**src/rtl/alu_muldiv_iter_if.sv**
```systemverilog
// Handshake and operand/result bundle for the iterative multiply/divide unit.
interface alu_muldiv_iter_if #(
    parameter int unsigned WIDTH = 32
);
    logic             start;
    logic [1:0]       op;
    logic [WIDTH-1:0] a;
    logic [WIDTH-1:0] b;
    logic             busy;
    logic             done;
    logic [WIDTH-1:0] result_lo;
    logic [WIDTH-1:0] result_hi;
    logic             div_by_zero;

    // Requester side (ALU control).
    modport master (
        output start, op, a, b,
        input  busy, done, result_lo, result_hi, div_by_zero
    );

    // Unit side.
    modport slave (
        input  start, op, a, b,
        output busy, done, result_lo, result_hi, div_by_zero
    );
endinterface

```
**src/rtl/alu_muldiv_iter.sv**
```systemverilog
// Iterative multiply/divide unit: radix-2 shift-add multiplier and restoring
// divider sharing one hi/lo register pair, one bit per clock. Operands are
// reduced to magnitudes on accept and the sign is restored in the DONE state.
module alu_muldiv_iter #(
    parameter int unsigned WIDTH = 32
) (
    input  logic               clk,
    input  logic               rst,
    alu_muldiv_iter_if.slave   bus
);
    localparam int unsigned CntW = $clog2(WIDTH + 1);
    localparam logic [WIDTH-1:0] MinNeg = {1'b1, {(WIDTH-1){1'b0}}};

    typedef enum logic [1:0] {StIdle, StRun, StDone} state_e;

    state_e           state_q, state_d;
    logic [CntW-1:0]  count_q, count_d;
    logic             is_div_q, is_div_d;
    logic             neg_q, neg_d;          // negate product / quotient
    logic             neg_rem_q, neg_rem_d;  // negate remainder (dividend sign)
    logic             b_zero_q, b_zero_d;
    logic             ovf_q, ovf_d;          // most-negative / -1
    logic [WIDTH-1:0] a_orig_q, a_orig_d;
    logic [WIDTH-1:0] b_mag_q, b_mag_d;      // multiplicand or divisor magnitude
    logic [WIDTH-1:0] hi_q, hi_d;            // partial product high / remainder
    logic [WIDTH-1:0] lo_q, lo_d;            // multiplier / dividend->quotient
    logic             done_q, done_d;
    logic             dbz_q, dbz_d;
    logic [WIDTH-1:0] res_lo_q, res_lo_d;
    logic [WIDTH-1:0] res_hi_q, res_hi_d;

    // Datapath temporaries
    logic             a_neg, b_neg;
    logic [WIDTH-1:0] a_mag, b_mag;
    logic [WIDTH:0]   add_sum;
    logic [WIDTH:0]   rem_shift;
    logic [WIDTH:0]   rem_diff;
    logic [2*WIDTH-1:0] prod;
    logic [WIDTH-1:0] quo, rem;

    // State and datapath registers with synchronous reset.
    always_ff @(posedge clk) begin
        if (rst) begin
            state_q   <= StIdle;
            count_q   <= '0;
            is_div_q  <= 1'b0;
            neg_q     <= 1'b0;
            neg_rem_q <= 1'b0;
            b_zero_q  <= 1'b0;
            ovf_q     <= 1'b0;
            a_orig_q  <= '0;
            b_mag_q   <= '0;
            hi_q      <= '0;
            lo_q      <= '0;
            done_q    <= 1'b0;
            dbz_q     <= 1'b0;
            res_lo_q  <= '0;
            res_hi_q  <= '0;
        end else begin
            state_q   <= state_d;
            count_q   <= count_d;
            is_div_q  <= is_div_d;
            neg_q     <= neg_d;
            neg_rem_q <= neg_rem_d;
            b_zero_q  <= b_zero_d;
            ovf_q     <= ovf_d;
            a_orig_q  <= a_orig_d;
            b_mag_q   <= b_mag_d;
            hi_q      <= hi_d;
            lo_q      <= lo_d;
            done_q    <= done_d;
            dbz_q     <= dbz_d;
            res_lo_q  <= res_lo_d;
            res_hi_q  <= res_hi_d;
        end
    end

    // Next-state logic: accept, iterate, then sign-correct and publish.
    always_comb begin
        state_d   = state_q;
        count_d   = count_q;
        is_div_d  = is_div_q;
        neg_d     = neg_q;
        neg_rem_d = neg_rem_q;
        b_zero_d  = b_zero_q;
        ovf_d     = ovf_q;
        a_orig_d  = a_orig_q;
        b_mag_d   = b_mag_q;
        hi_d      = hi_q;
        lo_d      = lo_q;
        done_d    = 1'b0;
        dbz_d     = dbz_q;
        res_lo_d  = res_lo_q;
        res_hi_d  = res_hi_q;

        a_neg     = bus.op[0] & bus.a[WIDTH-1];
        b_neg     = bus.op[0] & bus.b[WIDTH-1];
        a_mag     = a_neg ? (~bus.a + 1'b1) : bus.a;
        b_mag     = b_neg ? (~bus.b + 1'b1) : bus.b;
        add_sum   = {1'b0, hi_q} + (lo_q[0] ? {1'b0, b_mag_q} : '0);
        rem_shift = {hi_q, lo_q[WIDTH-1]};
        rem_diff  = rem_shift - {1'b0, b_mag_q};
        prod      = neg_q ? (~{hi_q, lo_q} + 1'b1) : {hi_q, lo_q};
        quo       = neg_q ? (~lo_q + 1'b1) : lo_q;
        rem       = neg_rem_q ? (~hi_q + 1'b1) : hi_q;

        unique case (state_q)
            StIdle: begin
                // The done cycle still counts as busy, so start is ignored there.
                if (bus.start && !done_q) begin
                    state_d   = StRun;
                    count_d   = CntW'(WIDTH);
                    is_div_d  = bus.op[1];
                    neg_d     = a_neg ^ b_neg;
                    neg_rem_d = a_neg;
                    b_zero_d  = (bus.b == '0);
                    ovf_d     = bus.op[0] && (bus.a == MinNeg) && (bus.b == '1);
                    a_orig_d  = bus.a;
                    b_mag_d   = b_mag;
                    hi_d      = '0;
                    lo_d      = a_mag;
                end
            end
            StRun: begin
                count_d = count_q - CntW'(1);
                if (is_div_q) begin
                    // Restoring step: keep the subtraction only if it did not borrow.
                    if (!rem_diff[WIDTH]) begin
                        hi_d = rem_diff[WIDTH-1:0];
                        lo_d = {lo_q[WIDTH-2:0], 1'b1};
                    end else begin
                        hi_d = rem_shift[WIDTH-1:0];
                        lo_d = {lo_q[WIDTH-2:0], 1'b0};
                    end
                end else begin
                    {hi_d, lo_d} = {add_sum, lo_q[WIDTH-1:1]};
                end
                if (count_q == CntW'(1)) begin
                    state_d = StDone;
                end
            end
            StDone: begin
                state_d = StIdle;
                done_d  = 1'b1;
                dbz_d   = 1'b0;
                if (!is_div_q) begin
                    // Negating a zero product yields zero, so no extra guard needed.
                    {res_hi_d, res_lo_d} = prod;
                end else if (b_zero_q) begin
                    res_lo_d = '1;
                    res_hi_d = a_orig_q;
                    dbz_d    = 1'b1;
                end else if (ovf_q) begin
                    res_lo_d = a_orig_q;
                    res_hi_d = '0;
                end else begin
                    res_lo_d = quo;
                    res_hi_d = rem;
                end
            end
            default: state_d = StIdle;
        endcase
    end

    assign bus.busy        = (state_q != StIdle) || done_q;
    assign bus.done        = done_q;
    assign bus.result_lo   = res_lo_q;
    assign bus.result_hi   = res_hi_q;
    assign bus.div_by_zero = dbz_q;
endmodule

```
**src/flat_wrapper.sv**
```systemverilog
// flat-port wrapper written by rule: the top's interface ports become plain ports
module alu_muldiv_iter_flat 
#(
    parameter int unsigned WIDTH = 32
)
  (clk, rst, bus_start, bus_op, bus_a, bus_b, bus_busy, bus_done, bus_result_lo, bus_result_hi, bus_div_by_zero);
  alu_muldiv_iter_if #(.WIDTH(WIDTH)) bus_i ();
  input  logic clk;
  input  logic rst;
  input wire logic [$bits(bus_i.start)-1:0] bus_start;
  input wire logic [$bits(bus_i.op)-1:0] bus_op;
  input wire logic [$bits(bus_i.a)-1:0] bus_a;
  input wire logic [$bits(bus_i.b)-1:0] bus_b;
  output wire logic [$bits(bus_i.busy)-1:0] bus_busy;
  output wire logic [$bits(bus_i.done)-1:0] bus_done;
  output wire logic [$bits(bus_i.result_lo)-1:0] bus_result_lo;
  output wire logic [$bits(bus_i.result_hi)-1:0] bus_result_hi;
  output wire logic [$bits(bus_i.div_by_zero)-1:0] bus_div_by_zero;
  assign bus_i.start = bus_start;
  assign bus_i.op = bus_op;
  assign bus_i.a = bus_a;
  assign bus_i.b = bus_b;
  assign bus_busy = bus_i.busy;
  assign bus_done = bus_i.done;
  assign bus_result_lo = bus_i.result_lo;
  assign bus_result_hi = bus_i.result_hi;
  assign bus_div_by_zero = bus_i.div_by_zero;
  alu_muldiv_iter #(.WIDTH(WIDTH)) u_core (.clk(clk), .rst(rst), .bus(bus_i));
endmodule
```
**config.mk**
```make
export PLATFORM = sky130hd
export DESIGN_NAME = alu_muldiv_iter_flat
export DESIGN_NICKNAME = d
export VERILOG_FILES = /design/src/rtl/alu_muldiv_iter_if.sv /design/src/rtl/alu_muldiv_iter.sv /design/src/flat_wrapper.sv
export SDC_FILE = /design/constraint.sdc
export NUM_CORES = 1
export LEC_CHECK = 0
export CELL_PAD_IN_SITES_DETAIL_PLACEMENT = 0
export CELL_PAD_IN_SITES_GLOBAL_PLACEMENT = 1
export CORE_AREA = 2 2 236 180
export CTS_CLUSTER_DIAMETER = 100
export CTS_CLUSTER_SIZE = 16
export DETAILED_ROUTE_END_ITERATION = 10
export DIE_AREA = 0 0 238 182
export PLACE_DENSITY_LB_ADDON = 0.1
export REMOVE_ABC_BUFFERS = 1
export SLEW_MARGIN = 20
export SYNTH_ARGS = -nofsm -noshare
export SYNTH_HDL_FRONTEND = slang
export SYNTH_SLANG_ARGS = --single-unit
```
**constraint.sdc**
```tcl
create_clock -name clk -period 3.5 [get_ports clk]
set_input_delay 0.7 -clock clk [delete_from_list [all_inputs] [get_ports clk]]
set_output_delay 0.7 -clock clk [all_outputs]
set_load 0.01 [all_outputs]
```
==> impl_metrics.env <==
export IMPL_start_kind="register"
export IMPL_drt_iter0_markers=1652
export IMPL_gp_congestion=0.918
export IMPL_cts_tree="done"
export IMPL_fin_tns_setup_ps=0
export IMPL_async_flop_share_pct=0
export IMPL_seq_area_um2=4150
export IMPL_hold_violations=0
export IMPL_ys_top_cells_by_area="dfxtp_1, nor2_1, nand2_1, a21oi_1, ha_1"
export IMPL_clock_path_buffers=3
export IMPL_worst_setup_path_type="reg -> reg"
export IMPL_wl_per_cell_um=21.4
export IMPL_antenna_found_initial=0
export IMPL_slew_violations=0
export IMPL_rr_startpoint="u_core.b_mag_q[1]"
export IMPL_finalSetupViolations=0
export IMPL_powerDensity_nw_per_um2=348
export IMPL_synthCells=2155
export IMPL_max_stage_delay_ps=550
export IMPL_path_clk_slew_ps=90
export IMPL_seq_area_frac_synth_pct=26.1
export IMPL_max_freq_ghz=0.293
export IMPL_drv_cap=0
export IMPL_cp_max_fo=3
export IMPL_switchingPower_uw=2440
export IMPL_die_area_um2=43300
export IMPL_dr_total_vias=16900
export IMPL_netlist_area_leader_share_pct=26.1
export IMPL_power_frac_comb_pct=32.1
export IMPL_via_per_inst=5.88
export IMPL_hold_start="u_core.bus.result_hi[18]"
export IMPL_fillers=4138
export IMPL_worst_slew_pin_slew_ps=849
export IMPL_cts_root_buf="clkbuf_16"
export IMPL_period_needed_ps=3410
export IMPL_overflow=0
export IMPL_grt_max_degree=175
export IMPL_dieWidth_um=238
export IMPL_wl_mm=61.6
export IMPL_first_global_vias=15200
export IMPL_multi_input_area_um2=11000
export IMPL_syn_area_per_cell_um2=7.36
export IMPL_synth_main_ff_cell="dfxtp_1"
export IMPL_dpl_cell_count=2851
export IMPL_synth_edf_count=0
export IMPL_cp_arrival_ps=3800
export IMPL_r2r_setup_slack_ps=90
export IMPL_seqPwrFrac_pct=39.0
export IMPL_start_util_pct=38.4
export IMPL_ys_ff_latch=207
export IMPL_synth_top_area_cell="dfxtp_1"
export IMPL_p_clk_share_pct=28.8
export IMPL_track_usage_pct=27.5
export IMPL_ios=136
export IMPL_crit_chain="buf_4 -> inv_1 -> ha_1 -> nor2b_1 -> o31a_1 -> o22a_1 -> a21oi_1 -> o21ai_0 -> a221oi_1 -> xnor2_1 -> a2111oi_0 -> nor3_1"
export IMPL_ir_worst_vdd_uv=198
export IMPL_coreArea_um2=41300
export IMPL_grt_pass1_wl_mm=93.4
export IMPL_hpwl_mm=46.8
export IMPL_critPathCaptureType="register"
export IMPL_cp_startpoint="u_core.b_mag_q[1]"
export IMPL_crit_path_top_delay_cell="a2111oi_0"
export IMPL_drive_above_1_share_pct=11.3
export IMPL_htreeDepth=1
export IMPL_drtPass1Iterations=5
export IMPL_drc=0
export IMPL_areaGrowthSynthToFinish_pct=22.3
export IMPL_nNetsFinal=2476
export IMPL_cts_made_buffers=17
export IMPL_die_y_um=182
export IMPL_synth_cell_area_um2=15900
export IMPL_ant_nets=0
export IMPL_numPortBuffers=135
export IMPL_final_cell_count_no_fill=2874
export IMPL_leakagePower_uw=0.00760
export IMPL_relSlewSlack_pct=43.4
export IMPL_fin_skew_ps=26.5
export IMPL_cts_setup_buffers=0
export IMPL_clock_latency_ps=520
export IMPL_hold_class="reg -> reg"
export IMPL_p_sw_share_pct=36.0
export IMPL_required_ps=3890
export IMPL_yosysWarnings=0
export IMPL_p_int_uw=4330
export IMPL_synth_distinct_cells=78
export IMPL_num_rows=65
export IMPL_cts_sinks=207
export IMPL_status="finished clean"
export IMPL_fin_crit_sh_pct=97.4
## power by group through the flow
stage / Combinational (uW) / Clock (uW) / Sequential (uW)
after CTS: 2120 / 1990 / 2630
after floorplan: 1240 / 0 / 2680
final: 2170 / 1950 / 2640
after global placement: 2100 / 0 / 2690
after global routing: 2360 / 2070 / 2650
after detailed placement: 2110 / 0 / 2690
## layout by cell type, fill, tap and decap left out, drive strengths merged, types with 71 or more instances in the layout
cell type / n
o21ai: 133
a211oi: 97
nand2: 243
xnor2: 95
a21oi: 180
dfxtp: 207
nor2: 249
buf: 190
xor2: 86
clkdlybuf4s50: 134
ha: 71
## stage by stage
step | total power (uW) | util, % | hold slack (ps) | instance area [um2] | setup WS, ps
after floorplan | 3920 | - | 426 | 15200 | -2740
after global placement | 4780 | 45.5 | 440 | 18800 | -198
after detailed placement | 4800 | 45.5 | 446 | 18800 | -179
after CTS | 6740 | 46.7 | 444 | 19300 | 6.52
after global routing | 7090 | 47.0 | 457 | 19400 | -6.87
final | 6760 | 47.0 | 458 | 19400 | 89.9
## registers in the layout, summed over array words and instances, names as in the netlist
register / count
u_core.bus.result_lo: 32
u_core.ovf_q: 1
u_core.count_q: 6
u_core.b_mag_q: 32
u_core.a_orig_q: 32
u_core.hi_q: 32
u_core.bus.done: 1
u_core.b_zero_q: 1
u_core.lo_q: 32
u_core.bus.result_hi: 32
u_core.is_div_q: 1
u_core.state_q: 2
u_core.neg_q: 1
u_core.bus.div_by_zero: 1
u_core.neg_rem_q: 1
## synth_stat cells (all sizes together) (18+ instances only)
master	instances
nor2	249
nand2	243
dfxtp	207
a21oi	180
clkbuf	140
o21ai	133
a211oi	97
xnor2	95
xor2	86
ha	71
inv	61
nor3	54
mux2i	44
a21o	38
a311oi	36
o31ai	30
or3	30
nand3	29
buf	24
nand2b	23
a22oi	20
o41ai	19
or4	19
nor2b	18
## critical path, delay by kind of cell (launching register included)
family / cells / cell delay [ps]
XOR/XNOR: 1 / 120
buffers and inverters: 2 / 170
flip-flops: 1 / 350
adder cells (fa/ha/maj): 1 / 250
AO/OA/AOI/OAI: 6 / 2120
AND/OR/NAND/NOR: 2 / 280
## cell type report
type                            count  share of cell area (%)
Antenna cell                        1                  0.0129
Clock buffer                       20                    2.25
Clock inverter                      2                   0.239
Inverter                           61                    1.18
Multi-Input combinational cell   1723                    56.9
Sequential cell                   207                    21.4
Tap cell                          536                    3.46
Timing Repair Buffer              324                    14.6
## logic make-up (layout without fill, tap and decap cells)
| logic type | after synthesis | in the layout | synth area share [%] |
|---|---|---|---|
| fa+ha+maj | 73 | 73 | 5.85 |
| flops | 207 | 207 | 26.1 |
| buf+inv | 225 | 407 | 5.42 |
| xor+xnor | 181 | 181 | 9.99 |
| mux | 45 | 45 | 2.85 |
| simple gates | 758 | 758 | 22.1 |
| other cells | 0 | 1 | 0 |
| compound gates | 666 | 666 | 27.6 |
## layer usage
metal	up-vias	track usage [%]	wire (um)
met4	0	5.33	1160
met3	58	4.47	4570
met1	8070	44.4	31900
met2	633	37.2	24000
li1	8150	-	-
met5	-	0	0
## timing repair
| action | in CTS | in global routing |
|---|---|---|
| hold buffers | 0 | 0 |
| gates resized for setup | 2 | 29 |
| endpoints found under the setup margin | 1 | 27 |
| hold endpoints to repair | 0 | 0 |
| pin swaps | 0 | 4 |
## path summary, 6_finish.rpt
| check | endpoint | cells after the start |
|---|---|---|
| setup / recovery | u_core.hi_q[29] | 12 |
| hold / removal | u_core.bus.result_hi[18] | 2 |
| setup reg to reg | u_core.hi_q[29] | 12 |
| hold reg to reg | u_core.bus.result_hi[18] | 2 |
Power figures use the tool's default switching activity.
